[src/rtl/seq_pkg.sv]
`default_nettype none
// +-----------------------------------------------------------------+
// | seq_pkg : shared state encoding and clog2 helper for seq blocks |
// | Rev 1.0                                                         |
// +-----------------------------------------------------------------+
package seq_pkg;

   typedef enum logic [1:0] {
      S_IDLE  = 2'd0,
      S_SHIFT = 2'd1,
      S_DONE  = 2'd2
   } seq_state_t;

   // Ceiling log2, never below 1 so a counter always has at least one bit.
   function automatic int unsigned seq_clog2(input int unsigned v);
      int unsigned r;
      r = 0;
      for (int unsigned i = 0; i < 32; i++) begin
         if ((32'd1 << i) < v) r = i + 1;
      end
      return (r == 0) ? 1 : r;
   endfunction

endpackage
`default_nettype wire

[src/rtl/seq_shreg.sv]
`default_nettype none
// +-----------------------------------------------------------------+
// | seq_shreg : loadable shift register with selectable direction   |
// | Rev 1.0                                                         |
// +-----------------------------------------------------------------+
module seq_shreg
   import seq_pkg::*;
#(
   parameter int WIDTH     = 8,
   parameter bit MSB_FIRST = 1'b1
)(
   input  logic             clk,
   input  logic             rst,
   input  logic             i_load,
   input  logic             i_shift,
   input  logic [WIDTH-1:0] i_data,
   output logic             o_ser
);

   logic [WIDTH-1:0] r_sh;
   logic [WIDTH-1:0] w_sh_nxt;

   always_ff @(posedge clk or negedge rst) begin
      if (!rst) begin
         r_sh <= '0;
      end else if (i_load) begin
         r_sh <= i_data;
      end else if (i_shift) begin
         r_sh <= w_sh_nxt;
      end
   end

   generate
      if (MSB_FIRST) begin : g_msb
         assign w_sh_nxt = {r_sh[WIDTH-2:0], 1'b0};
         assign o_ser    = r_sh[WIDTH-1];
      end else begin : g_lsb
         assign w_sh_nxt = {1'b0, r_sh[WIDTH-1:1]};
         assign o_ser    = r_sh[0];
      end
   endgenerate

endmodule
`default_nettype wire

[src/rtl/seq_tx.sv]
`default_nettype none
// +-----------------------------------------------------------------+
// | seq_tx : parallel-to-serial pattern transmitter with done pulse |
// | Rev 1.0                                                         |
// +-----------------------------------------------------------------+
module seq_tx
   import seq_pkg::*;
#(
   parameter int WIDTH     = 8,
   parameter bit MSB_FIRST = 1'b1,
   parameter bit IDLE_BIT  = 1'b0
)(
   input  logic                            clk,
   input  logic                            rst,
   input  logic                            start,
   input  logic                            abort,
   input  logic [WIDTH-1:0]                data_in,
   output logic                            ready,
   output logic                            dout,
   output logic                            dout_valid,
   output logic                            done,
   output logic [seq_clog2(WIDTH)-1:0]     bit_idx
);

   localparam int                IDX_W  = seq_clog2(WIDTH);
   localparam logic [IDX_W-1:0]  C_LAST = IDX_W'(WIDTH - 1);

   seq_state_t       r_state;
   seq_state_t       w_state_nxt;
   logic [IDX_W-1:0] r_idx;
   logic [IDX_W-1:0] w_idx_nxt;
   logic             r_ready;
   logic             r_valid;
   logic             r_done;
   logic             w_load;
   logic             w_shift;
   logic             w_ser;

   seq_shreg #(
      .WIDTH     (WIDTH),
      .MSB_FIRST (MSB_FIRST)
   ) u_shreg (
      .clk     (clk),
      .rst     (rst),
      .i_load  (w_load),
      .i_shift (w_shift),
      .i_data  (data_in),
      .o_ser   (w_ser)
   );

   always_ff @(posedge clk or negedge rst) begin
      if (!rst) begin
         r_state <= S_IDLE;
         r_idx   <= '0;
         r_ready <= 1'b1;
         r_valid <= 1'b0;
         r_done  <= 1'b0;
      end else begin
         r_state <= w_state_nxt;
         r_idx   <= w_idx_nxt;
         r_ready <= (w_state_nxt == S_IDLE);
         r_valid <= (w_state_nxt == S_SHIFT);
         r_done  <= (w_state_nxt == S_DONE);
      end
   end

   // Abort takes priority over the last-bit transition so no done pulse escapes.
   always_comb begin
      w_state_nxt = r_state;
      w_idx_nxt   = r_idx;
      w_load      = 1'b0;
      w_shift     = 1'b0;
      case (r_state)
         S_IDLE: begin
            if (start) begin
               w_state_nxt = S_SHIFT;
               w_idx_nxt   = '0;
               w_load      = 1'b1;
            end
         end
         S_SHIFT: begin
            if (abort) begin
               w_state_nxt = S_IDLE;
               w_idx_nxt   = '0;
            end else if (r_idx == C_LAST) begin
               w_state_nxt = S_DONE;
               w_idx_nxt   = '0;
            end else begin
               w_shift     = 1'b1;
               w_idx_nxt   = r_idx + 1'b1;
            end
         end
         S_DONE: begin
            w_state_nxt = S_IDLE;
            w_idx_nxt   = '0;
         end
         default: begin
            w_state_nxt = S_IDLE;
            w_idx_nxt   = '0;
         end
      endcase
   end

   assign ready      = r_ready;
   assign dout_valid = r_valid;
   assign done       = r_done;
   assign bit_idx    = r_idx;
   assign dout       = r_valid ? w_ser : IDLE_BIT;

endmodule
`default_nettype wire

[config.mk]
export PLATFORM = sky130hd
export DESIGN_NAME = seq_tx
export DESIGN_NICKNAME = d
export VERILOG_FILES = /design/src/rtl/seq_pkg.sv /design/src/rtl/seq_shreg.sv /design/src/rtl/seq_tx.sv
export SDC_FILE = /design/constraint.sdc
export NUM_CORES = 1
export LEC_CHECK = 0
export BUFFER_PORTS_ARGS = -buffer_cell sky130_fd_sc_hd__buf_2
export CAP_MARGIN = 20
export CORE_UTILIZATION = 41
export CTS_BUF_LIST = sky130_fd_sc_hd__clkbuf_4
export CTS_CLUSTER_DIAMETER = 30
export CTS_CLUSTER_SIZE = 30
export DETAILED_ROUTE_END_ITERATION = 7
export PLACE_DENSITY = 0.72
export SLEW_MARGIN = 20
export SYNTH_ARGS = -nofsm -noshare
export SYNTH_HDL_FRONTEND = slang
export SYNTH_SLANG_ARGS = --single-unit
[constraint.sdc]
create_clock -name clk -period 1.5 [get_ports clk]
set_input_delay 0.225 -clock clk [delete_from_list [all_inputs] [get_ports clk]]
set_output_delay 0.225 -clock clk [all_outputs]
set_load 0.005 [all_outputs]
After elaboration in Yosys (flattened, before gate mapping). Index checks and enable logic that the tools add are counted.

Bits in registers: 16. Input bits: 12. Word-level logic and storage cells: 31. Output and inout bits: 7.

Eq/ne operators: 5. Reductions and logical operators: 3. Muxes and demuxes: 16. Add/subtract/negate cells: 1.

Operators by type and width (number): $mux 8 (2); $mux 3 (3); $mux 1 (6); $mux 2 (3); $pmux 3 s2 (1); $eq 2x1->1 const B (2); $logic_not 2->1 (2); $pmux 2 s2 (1); $add 3x1->3 const B (1); $eq 3x3->1 const B (1); $eq 2x2->1 const B (1); $ne 2x2->1 const B (1); $reduce_bool 2->1 (1).

Logic depth before layout (Yosys ltp). Gate-level depths: netlist of the first run.

Word-level depth: 6. Depth in mapped cells: 6. Gate-level depth less buffers: 5.

By module. A second synthesis of the first run with hierarchy kept.

Cells, all modules: 65. Area total of the unflattened synthesis: 734.5 um2.

Modules (own cells, without submodules): seq_shreg (cells each 34, area an instance 369.1 um2, sequential area each 200.2 um2, instances 1); seq_tx (cells each 31, area an instance 365.4 um2, sequential area each 201.4 um2, instances 1).

Least setup slack after synthesis of the first run. No wires, ideal clock.

Path type: reg-to-reg. From: register r_idx[0] (netlist: bit_idx[0]). To: register u_shreg.r_sh[1]. Period minus slack after synthesis: 1.627 ns. Cell stages (with the launch flop): 7. Path slack: -0.127 ns. Setup time: 0.136 ns. Required time: 1.364 ns. Arrival: 1.491 ns. Path buffers: 1. Cell sequence: dfrtp_1 -> ha_1 -> ha_1 -> nor4b_4 -> buf_6 -> mux2i_1 -> o21ai_1.

Word-level cells in the longest chain between the ends: 5.

RTL lines: start, declared (RTL line seq_tx.sv:30) `logic [IDX_W-1:0] r_idx;`; start signal, assigned (RTL line seq_tx.sv:60) `r_idx <= w_idx_nxt;`; $eq 3x3->1 (RTL line seq_tx.sv:85) `end else if (r_idx == C_LAST) begin`; $mux 1 (RTL line seq_tx.sv:85); $mux 1 (RTL line seq_tx.sv:82) `if (abort) begin`; $mux 1 (RTL line seq_tx.sv:73) `case (r_state)`; $reduce_bool 2->1 (no line); end signal, assigned (RTL line seq_shreg.sv:27) `r_sh <= i_data;`; end signal, assigned (RTL line seq_shreg.sv:29) `r_sh <= w_sh_nxt;`; end, declared (RTL line seq_shreg.sv:20) `logic [WIDTH-1:0] r_sh;`.

No other way between the ends. A chain may end at the register's enable or synchronous reset.

Worst setup path after layout of the first run.
From: register r_idx[1] (netlist: bit_idx[1]). To: register u_shreg.r_sh[1].

Same word-level chain as after synthesis.

==> impl_metrics.prom, run 1 <==
# TYPE chip_impl_metric gauge
chip_impl_metric{name="cp_data_arrival_time",unit="ns"} 1.70
chip_impl_metric{name="clock_path_buffers",unit=""} 2
chip_impl_metric{name="die_w",unit="µm"} 44.47
chip_impl_metric{name="grt_pass1_vias",unit=""} 470
chip_impl_metric{name="switching_share",unit=""} 0.2663
chip_impl_metric{name="clockPowerShare",unit=""} 0.220
chip_impl_metric{name="hold-worst-slack",unit="ns"} 0.1480
chip_impl_info{name="worst-setup-path-type",value="flop to flop"} 1
chip_impl_metric{name="start_util",unit=""} 0.4639
chip_impl_metric{name="switchingPower",unit="µW"} 266.3
chip_impl_metric{name="wl_per_cell",unit="µm"} 10.36
chip_impl_metric{name="worstPathRequired",unit="ns"} 1.66
chip_impl_metric{name="num_vias",unit=""} 501
chip_impl_metric{name="dp.cells",unit=""} 108
chip_impl_metric{name="io-pin-count",unit=""} 19
chip_impl_metric{name="synth.net_count",unit=""} 77
chip_impl_metric{name="p_r_area_growth_vs_syn",unit="%"} 25.72
chip_impl_metric{name="hold_violation_count_in_the_final_report",unit=""} 0
chip_impl_metric{name="syn-cell-area",unit="µm²"} 739.5
chip_impl_metric{name="layout.area.seq",unit="µm²"} 401.6
chip_impl_metric{name="finalNetCount",unit=""} 104
chip_impl_metric{name="layoutNonFillerInstCount",unit=""} 113
chip_impl_metric{name="drive_gt1_frac",unit=""} 0.3933
chip_impl_metric{name="die_height",unit="µm"} 44.47
chip_impl_metric{name="final_critical_path_setup_slack",unit="ns"} -0.03871
chip_impl_metric{name="synthCells",unit=""} 63
chip_impl_metric{name="post_synthesis_register_bit_count",unit=""} 16
chip_impl_metric{name="antenna_left",unit=""} 0
chip_impl_metric{name="p_per_area",unit="mW/mm²"} 1076
chip_impl_metric{name="synth_edf_count",unit=""} 0
chip_impl_info{name="cts_root_buffer",value="clkbuf_4"} 1
chip_impl_metric{name="finalCritPeriodShare",unit=""} 1.026
chip_impl_metric{name="critical_path_peak_fanout",unit=""} 10
chip_impl_metric{name="cts.htree.levels",unit=""} 1
chip_impl_metric{name="max_slew.worst_pin.slew",unit="ns"} 0.3333
chip_impl_info{name="status",value="finished with violations"} 1
chip_impl_info{name="violations_in_the_final_reports",value="setup timing"} 1
chip_impl_metric{name="finalSetupViolCount",unit=""} 7
chip_impl_info{name="rsz0062_at_grt",value="true"} 1
chip_impl_metric{name="cts.reportedPaths.clkPinSlew",unit="ns"} 0.09
chip_impl_metric{name="io_buffer_count",unit=""} 18
chip_impl_metric{name="internal_power",unit="µW"} 733.8
chip_impl_metric{name="fill_cells",unit=""} 143
chip_impl_metric{name="globalRouteOverflowTotal",unit=""} 0
chip_impl_metric{name="finalWeightedCongestion",unit=""} 0.7353
chip_impl_metric{name="register_area_share_after_synthesis",unit=""} 0.5431
chip_impl_metric{name="synth.lib_cells_used.distinct",unit=""} 22
chip_impl_metric{name="timing.reg2reg.setup_slack",unit="ns"} -0.04
chip_impl_info{name="cp-start-kind",value="flop"} 1
chip_impl_metric{name="antennaDiodeCount",unit=""} 0
chip_impl_info{name="critical_path.endpoint_type",value="flop"} 1
chip_impl_metric{name="worst_setup_skew_after_layout",unit="ns"} 0.005336
chip_impl_metric{name="cap_violations",unit=""} 0
chip_impl_metric{name="post-route-drc-count",unit=""} 0
chip_impl_metric{name="globalRouteTotalUtil",unit=""} 0.1459
chip_impl_metric{name="fp.coreArea",unit="mm²"} 0.001594
chip_impl_metric{name="grt_start_max_net_pins",unit=""} 17
chip_impl_metric{name="clock_sink_count",unit=""} 16
chip_impl_metric{name="clock_insertion_delay_worst_skew",unit="ns"} 0.28
chip_impl_metric{name="slew_headroom",unit=""} 0.7778
chip_impl_metric{name="cts_inserted_buffers",unit=""} 3
chip_impl_metric{name="postSynthAreaPerCell",unit="µm²"} 11.74
chip_impl_metric{name="seqPwrFrac",unit=""} 0.547
chip_impl_info{name="synthMostInstantiatedCell",value="dfrtp_1"} 1
chip_impl_metric{name="synth_largest_type_area_fraction",unit=""} 0.5076
chip_impl_metric{name="die_area",unit="mm²"} 0.001978
chip_impl_metric{name="post-cts-setup-buffer-count",unit=""} 0
chip_impl_metric{name="timing.final.max_slew_violations",unit=""} 0
chip_impl_metric{name="route.detailed.vias_per_inst",unit=""} 4.434
chip_impl_metric{name="yosysWarningCount",unit=""} 0
chip_impl_metric{name="antenna_violations_before_repair",unit=""} 0
chip_impl_metric{name="vdd_drop_max",unit="mV"} 0.8213
chip_impl_metric{name="max_freq",unit="MHz"} 649.9
chip_impl_info{name="cts_tree",value="built"} 1
chip_impl_metric{name="combinational_power_share",unit=""} 0.232
chip_impl_metric{name="dr_iter_0_viols",unit=""} 5
chip_impl_metric{name="grt_pass1_wl",unit="µm"} 2035
chip_impl_metric{name="async_flop_share",unit=""} 1.000
chip_impl_info{name="ys_dominant_reg_cell",value="dfrtp_1"} 1
chip_impl_metric{name="detailedPlacementHpwl",unit="µm"} 878.5
chip_impl_info{name="ys_top_cells_by_area",value="dfrtp_1 (51%), mux2i_1 (9.5%), o21ai_1 (4.7%), nand2_1 (4.1%), dfstp_2 (3.6%)"} 1
chip_impl_metric{name="site_rows",unit=""} 14
chip_impl_metric{name="fin_crit",unit="ns"} 1.539
chip_impl_metric{name="dr.pass1.iters",unit=""} 3
chip_impl_metric{name="drt-total-wl",unit="µm"} 1171
chip_impl_info{name="synth.largest_area_cell",value="dfrtp_1"} 1
chip_impl_info{name="hold_path_class",value="input port to flop"} 1
chip_impl_metric{name="total_leakage_power",unit="µW"} 0.0004522
chip_impl_metric{name="multi_input_area",unit="µm²"} 319.1
chip_impl_info{name="synthTopCellsByCount",value="dfrtp_1 (15), nand2_1 (8), mux2i_1 (7), o21ai_1 (7), nor2_1 (3)"} 1
## power by group through the flow
stage,sequential [µW],clock [µW],combinational [µW]
floorplan,556,0,146
global placement,556,0,229
detailed placement,555,0,232
CTS,547,233,236
global route,554,253,264
finish,547,220,232
## metrics by stage
stage	util	power, µW	setup WS, ns	setup TNS (ns)	area, µm²
3_5_place_dp	0.5581	787.6	-0.06031	-0.3306	889.6
3_3_place_gp	0.5581	784.6	-0.03243	-0.1636	889.6
4_1_cts	0.5832	1016	-0.04518	-0.2059	929.6
2_1_floorplan	-	701.4	0.0008956	0	754.5
6_report	0.5832	1000	-0.03871	-0.1782	929.6
5_1_grt	0.5832	1072	-0.1542	-0.8821	929.6
## sequential cells by signal, indices dropped and copies added (netlist names)
register	count
bit_idx	3
done	1
dout_valid	1
r_state	2
ready	1
u_shreg.r_sh	8
## worst paths after layout
kind / from / to / cells after the start
worst max-delay path: bit_idx[1] / u_shreg.r_sh[1] / 6
worst min-delay path: data_in[4] / u_shreg.r_sh[4] / 3
worst max register to register: bit_idx[1] / u_shreg.r_sh[1] / 6
worst min register to register: u_shreg.r_sh[0] / u_shreg.r_sh[0] / 2
max in group asynchronous: rst / ready / 2
min in group asynchronous: rst / u_shreg.r_sh[4] / 2
## cell families after synthesis
family / synth area share
AOI/OAI and AO/OA: 0.08459
adders and majority gates: 0.03384
buffers and inverters: 0.04568
DFF: 0.5432
muxes: 0.1100
and+or+nand+nor: 0.1827
## placed cells by master, fill, tap and decap left out, types with 2 or more instances in the layout
master    instances
or2_2             2
nor2_1            3
dfrtp_1          15
mux2i_1           7
o21ai_1           7
nand2b_1          2
nor3b_1           2
buf_2            18
a22oi_1           2
clkbuf_4          3
buf_4             5
nand2_1           8
## final cells by class
cell class                 instances  share of cell area
sequential                        16              0.4320
multi-input combinational         43              0.3432
tap                               24             0.03230
clock buffer                       3             0.02423
clock inverter                     1            0.004038
inverter                           1            0.004038
timing repair buffer              25              0.1602
## repair_timing
action                                  CTS  global route
endpoints found under the setup margin    8             8
resized for setup                         1             0
hold endpoints to repair                 15             0
hold buffers                              1             0
## layer usage
layer	part of all wire	up-vias	wire length, µm	track usage
met5	0	-	0	0
met4	0	0	0	0.05455
met3	0.028	0	33	0.06122
met2	0.48	8	565	0.2265
met1	0.49	224	572	0.1809
li1	-	269	-	-
## worst max-delay path, cell delays in order (launching register included)
cell	delay, ns
dfrtp_1	0.39
ha_2	0.20
ha_4	0.17
nor4b_4	0.21
buf_6	0.19
mux2i_1	0.19
o21ai_1	0.08
Note: power is estimated with default switching activity, not from simulation.
==> inputs of run 2 (changes only) <==
--- a/config.mk
+++ b/config.mk
@@ -5,8 +5,8 @@
 export SDC_FILE = /design/constraint.sdc
 export NUM_CORES = 1
 export LEC_CHECK = 0
-export BUFFER_PORTS_ARGS = -buffer_cell sky130_fd_sc_hd__buf_2
-export CAP_MARGIN = 20
+export BUFFER_PORTS_ARGS = -buffer_cell sky130_fd_sc_hd__buf_4
+export CAP_MARGIN = 10
 export CORE_UTILIZATION = 41
 export CTS_BUF_LIST = sky130_fd_sc_hd__clkbuf_4
 export CTS_CLUSTER_DIAMETER = 30
==> run 2 against run 1 <==
  * The flow still finishes with violations (setup timing)
  * Sequential power grew 1%
  * Worst hold slack got worse by 0.0051 ns
  * Clock-buffer cell count unchanged
  * Non-clock buffer count down 1
  * Register-to-register slack got worse by 0.02 ns
  * Sequential share of layout area fell by 2.0 points
  * Final cell count down 0.88%
  * Clock power rose by 4%
  * Total power grew 3.1%
  * Critical endpoint is now u_shreg.r_sh[6]
  * Worst setup slack got worse by 0.020 ns
  * Wire length is 5.3% higher
  * Clock skew grew 0.0029 ns
==> impl_metrics.prom, run 2 (same netlist as run 1, synthesis figures left out) <==
# TYPE chip_impl_metric gauge
chip_impl_metric{name="die_height",unit="µm"} 44.47
chip_impl_metric{name="antenna_left",unit=""} 0
chip_impl_metric{name="cts.htree.levels",unit=""} 1
chip_impl_info{name="largest_register",value="u_shreg.r_sh"} 1
chip_impl_metric{name="timing.final.max_slew_violations",unit=""} 0
chip_impl_info{name="commonest_non_fill_non_tap_cells_in_the_layout",value="buf_4 (22), dfrtp_1 (15), nand2_1 (8), o21ai_1 (8), mux2i_1 (7)"} 1
chip_impl_metric{name="worstPathRequired",unit="ns"} 1.68
chip_impl_metric{name="dr_iter_0_viols",unit=""} 2
chip_impl_metric{name="finalSetupViolCount",unit=""} 7
chip_impl_metric{name="cp_data_arrival_time",unit="ns"} 1.74
chip_impl_metric{name="finalWeightedCongestion",unit=""} 0.7284
chip_impl_metric{name="io-pin-count",unit=""} 19
chip_impl_metric{name="cts.reportedPaths.clkPinSlew",unit="ns"} 0.09
chip_impl_metric{name="largest_register_ffs",unit=""} 8
chip_impl_metric{name="dr.pass1.iters",unit=""} 4
chip_impl_metric{name="site_rows",unit=""} 14
chip_impl_metric{name="route.detailed.vias_per_inst",unit=""} 4.643
chip_impl_metric{name="antenna_violations_before_repair",unit=""} 0
chip_impl_metric{name="vdd_drop_max",unit="mV"} 0.9875
chip_impl_metric{name="hold_violation_count_in_the_final_report",unit=""} 0
chip_impl_info{name="most_common_cell_after_layout_fill_and_taps_aside",value="buf_4"} 1
chip_impl_metric{name="whs_path_depth",unit=""} 3
chip_impl_metric{name="tns",unit="ns"} -0.3176
chip_impl_metric{name="drt-total-wl",unit="µm"} 1233
chip_impl_info{name="status",value="finished with violations"} 1
chip_impl_metric{name="max_freq",unit="MHz"} 641.5
chip_impl_metric{name="finalNetCount",unit=""} 103
chip_impl_metric{name="antennaDiodeCount",unit=""} 0
chip_impl_metric{name="cap_violations",unit=""} 0
chip_impl_metric{name="fp.coreArea",unit="mm²"} 0.001594
chip_impl_metric{name="timing.reg2reg.setup_slack",unit="ns"} -0.06
chip_impl_metric{name="io_buffer_count",unit=""} 18
chip_impl_metric{name="clock_path_buffers",unit=""} 2
chip_impl_metric{name="die_w",unit="µm"} 44.47
chip_impl_metric{name="fin_crit",unit="ns"} 1.559
chip_impl_metric{name="detailedPlacementHpwl",unit="µm"} 937.7
chip_impl_metric{name="fill_cells",unit=""} 133
chip_impl_info{name="critical_path.endpoint_type",value="flop"} 1
chip_impl_metric{name="drive_gt1_frac",unit=""} 0.3864
chip_impl_info{name="cts_root_buffer",value="clkbuf_4"} 1
chip_impl_info{name="hold_path_class",value="input port to flop"} 1
chip_impl_metric{name="slew_headroom",unit=""} 0.8315
chip_impl_metric{name="grt_start_max_net_pins",unit=""} 17
chip_impl_metric{name="final_critical_path_setup_slack",unit="ns"} -0.05875
chip_impl_info{name="cp-start-kind",value="flop"} 1
chip_impl_metric{name="critical_path_peak_fanout",unit=""} 10
chip_impl_metric{name="post-cts-setup-buffer-count",unit=""} 0
chip_impl_metric{name="p_per_area",unit="mW/mm²"} 1057
chip_impl_metric{name="max_slew.worst_pin.slew",unit="ns"} 0.2517
chip_impl_metric{name="finalCritPeriodShare",unit=""} 1.039
chip_impl_metric{name="post-route-util",unit=""} 0.6122
chip_impl_info{name="cts_tree",value="built"} 1
chip_impl_metric{name="p_r_area_growth_vs_syn",unit="%"} 31.98
chip_impl_info{name="worst-setup-path-type",value="flop to flop"} 1
chip_impl_metric{name="cts_inserted_buffers",unit=""} 3
chip_impl_metric{name="clock_insertion_delay_worst_skew",unit="ns"} 0.28
chip_impl_metric{name="worst_setup_skew_after_layout",unit="ns"} 0.008212
chip_impl_metric{name="total_leakage_power",unit="µW"} 0.0004614
chip_impl_metric{name="number_of_cells_on_the_worst_reg_to_reg_path",unit=""} 6
chip_impl_metric{name="globalRouteOverflowTotal",unit=""} 0
chip_impl_info{name="rsz0062_at_grt",value="true"} 1
chip_impl_metric{name="clock_sink_count",unit=""} 16
chip_impl_metric{name="post-route-drc-count",unit=""} 0
chip_impl_metric{name="start_util",unit=""} 0.4639
chip_impl_metric{name="num_vias",unit=""} 520
chip_impl_metric{name="wl_per_cell",unit="µm"} 11.01
chip_impl_metric{name="globalRouteTotalUtil",unit=""} 0.1515
chip_impl_metric{name="grt_pass1_wl",unit="µm"} 2104
chip_impl_metric{name="die_area",unit="mm²"} 0.001978
chip_impl_info{name="violations_in_the_final_reports",value="setup timing"} 1
chip_impl_metric{name="grt_pass1_vias",unit=""} 515
run 2: final timing paths:
kind | startpoint | endpoint
max | bit_idx[1] | u_shreg.r_sh[6]
min | data_in[2] | u_shreg.r_sh[2]
max reg2reg | bit_idx[1] | u_shreg.r_sh[6]
min reg2reg | u_shreg.r_sh[0] | u_shreg.r_sh[0]
max in group asynchronous | rst | ready
min in group asynchronous | rst | u_shreg.r_sh[2]
run 2: power by group:
| part | internal [µW] | switching [µW] | leakage (µW) | total (µW) |
|---|---|---|---|---|
| Combinational | 148 | 102 | 0.000244 | 250 |
| Sequential | 510 | 44.2 | 0.000202 | 554 |
| Clock | 96.6 | 131 | 0.0000154 | 228 |
run 2: worst max-delay path: stages, from the launching register on:
cell     delay [ns]
dfrtp_1        0.39
ha_2           0.20
ha_4           0.17
nor4b_4        0.26
buf_12         0.17
mux2i_1        0.20
o21ai_1        0.07
run 2: routing by layer:
metal	vias up	GRT usage	part of all wire
li1	265	-	-
met1	243	0.1671	0.45
met4	0	0.03636	0.011
met2	10	0.2618	0.50
met3	2	0.07347	0.044
met5	-	0	0
run 2: cell type report:
class | instances | area [µm²] | area share
flip-flops and latches | 16 | 401.6 | 0.4115
multi-input cells | 43 | 319.1 | 0.3269
repair buffers | 24 | 195.2 | 0.2000
clock inverters | 1 | 3.754 | 0.003846
inverters | 1 | 3.754 | 0.003846
well taps | 24 | 30.03 | 0.03077
clock buffers | 3 | 22.52 | 0.02308
run 2: metrics by stage:
| stage | std cells | hold slack, ns | setup WS [ns] | total power [µW] | area, µm² |
|---|---|---|---|---|---|
| 2_1_floorplan | 63 | -0.07059 | 0.0008956 | 701.4 | 754.5 |
| 3_3_place_gp | 107 | 0.09212 | -0.03695 | 808.8 | 939.7 |
| 3_5_place_dp | 107 | 0.09236 | -0.07176 | 814.4 | 939.7 |
| 4_1_cts | 112 | 0.1365 | -0.07206 | 1046 | 975.9 |
| 5_1_grt | 112 | 0.1392 | -0.1393 | 1100 | 975.9 |
| 6_report | 112 | 0.1430 | -0.05875 | 1031 | 975.9 |
run 2: timing repair:
action                                  CTS  global route
endpoints found under the setup margin    8             8
resized for setup                         0             1
hold buffers                              1             0
hold endpoints to repair                 15             0
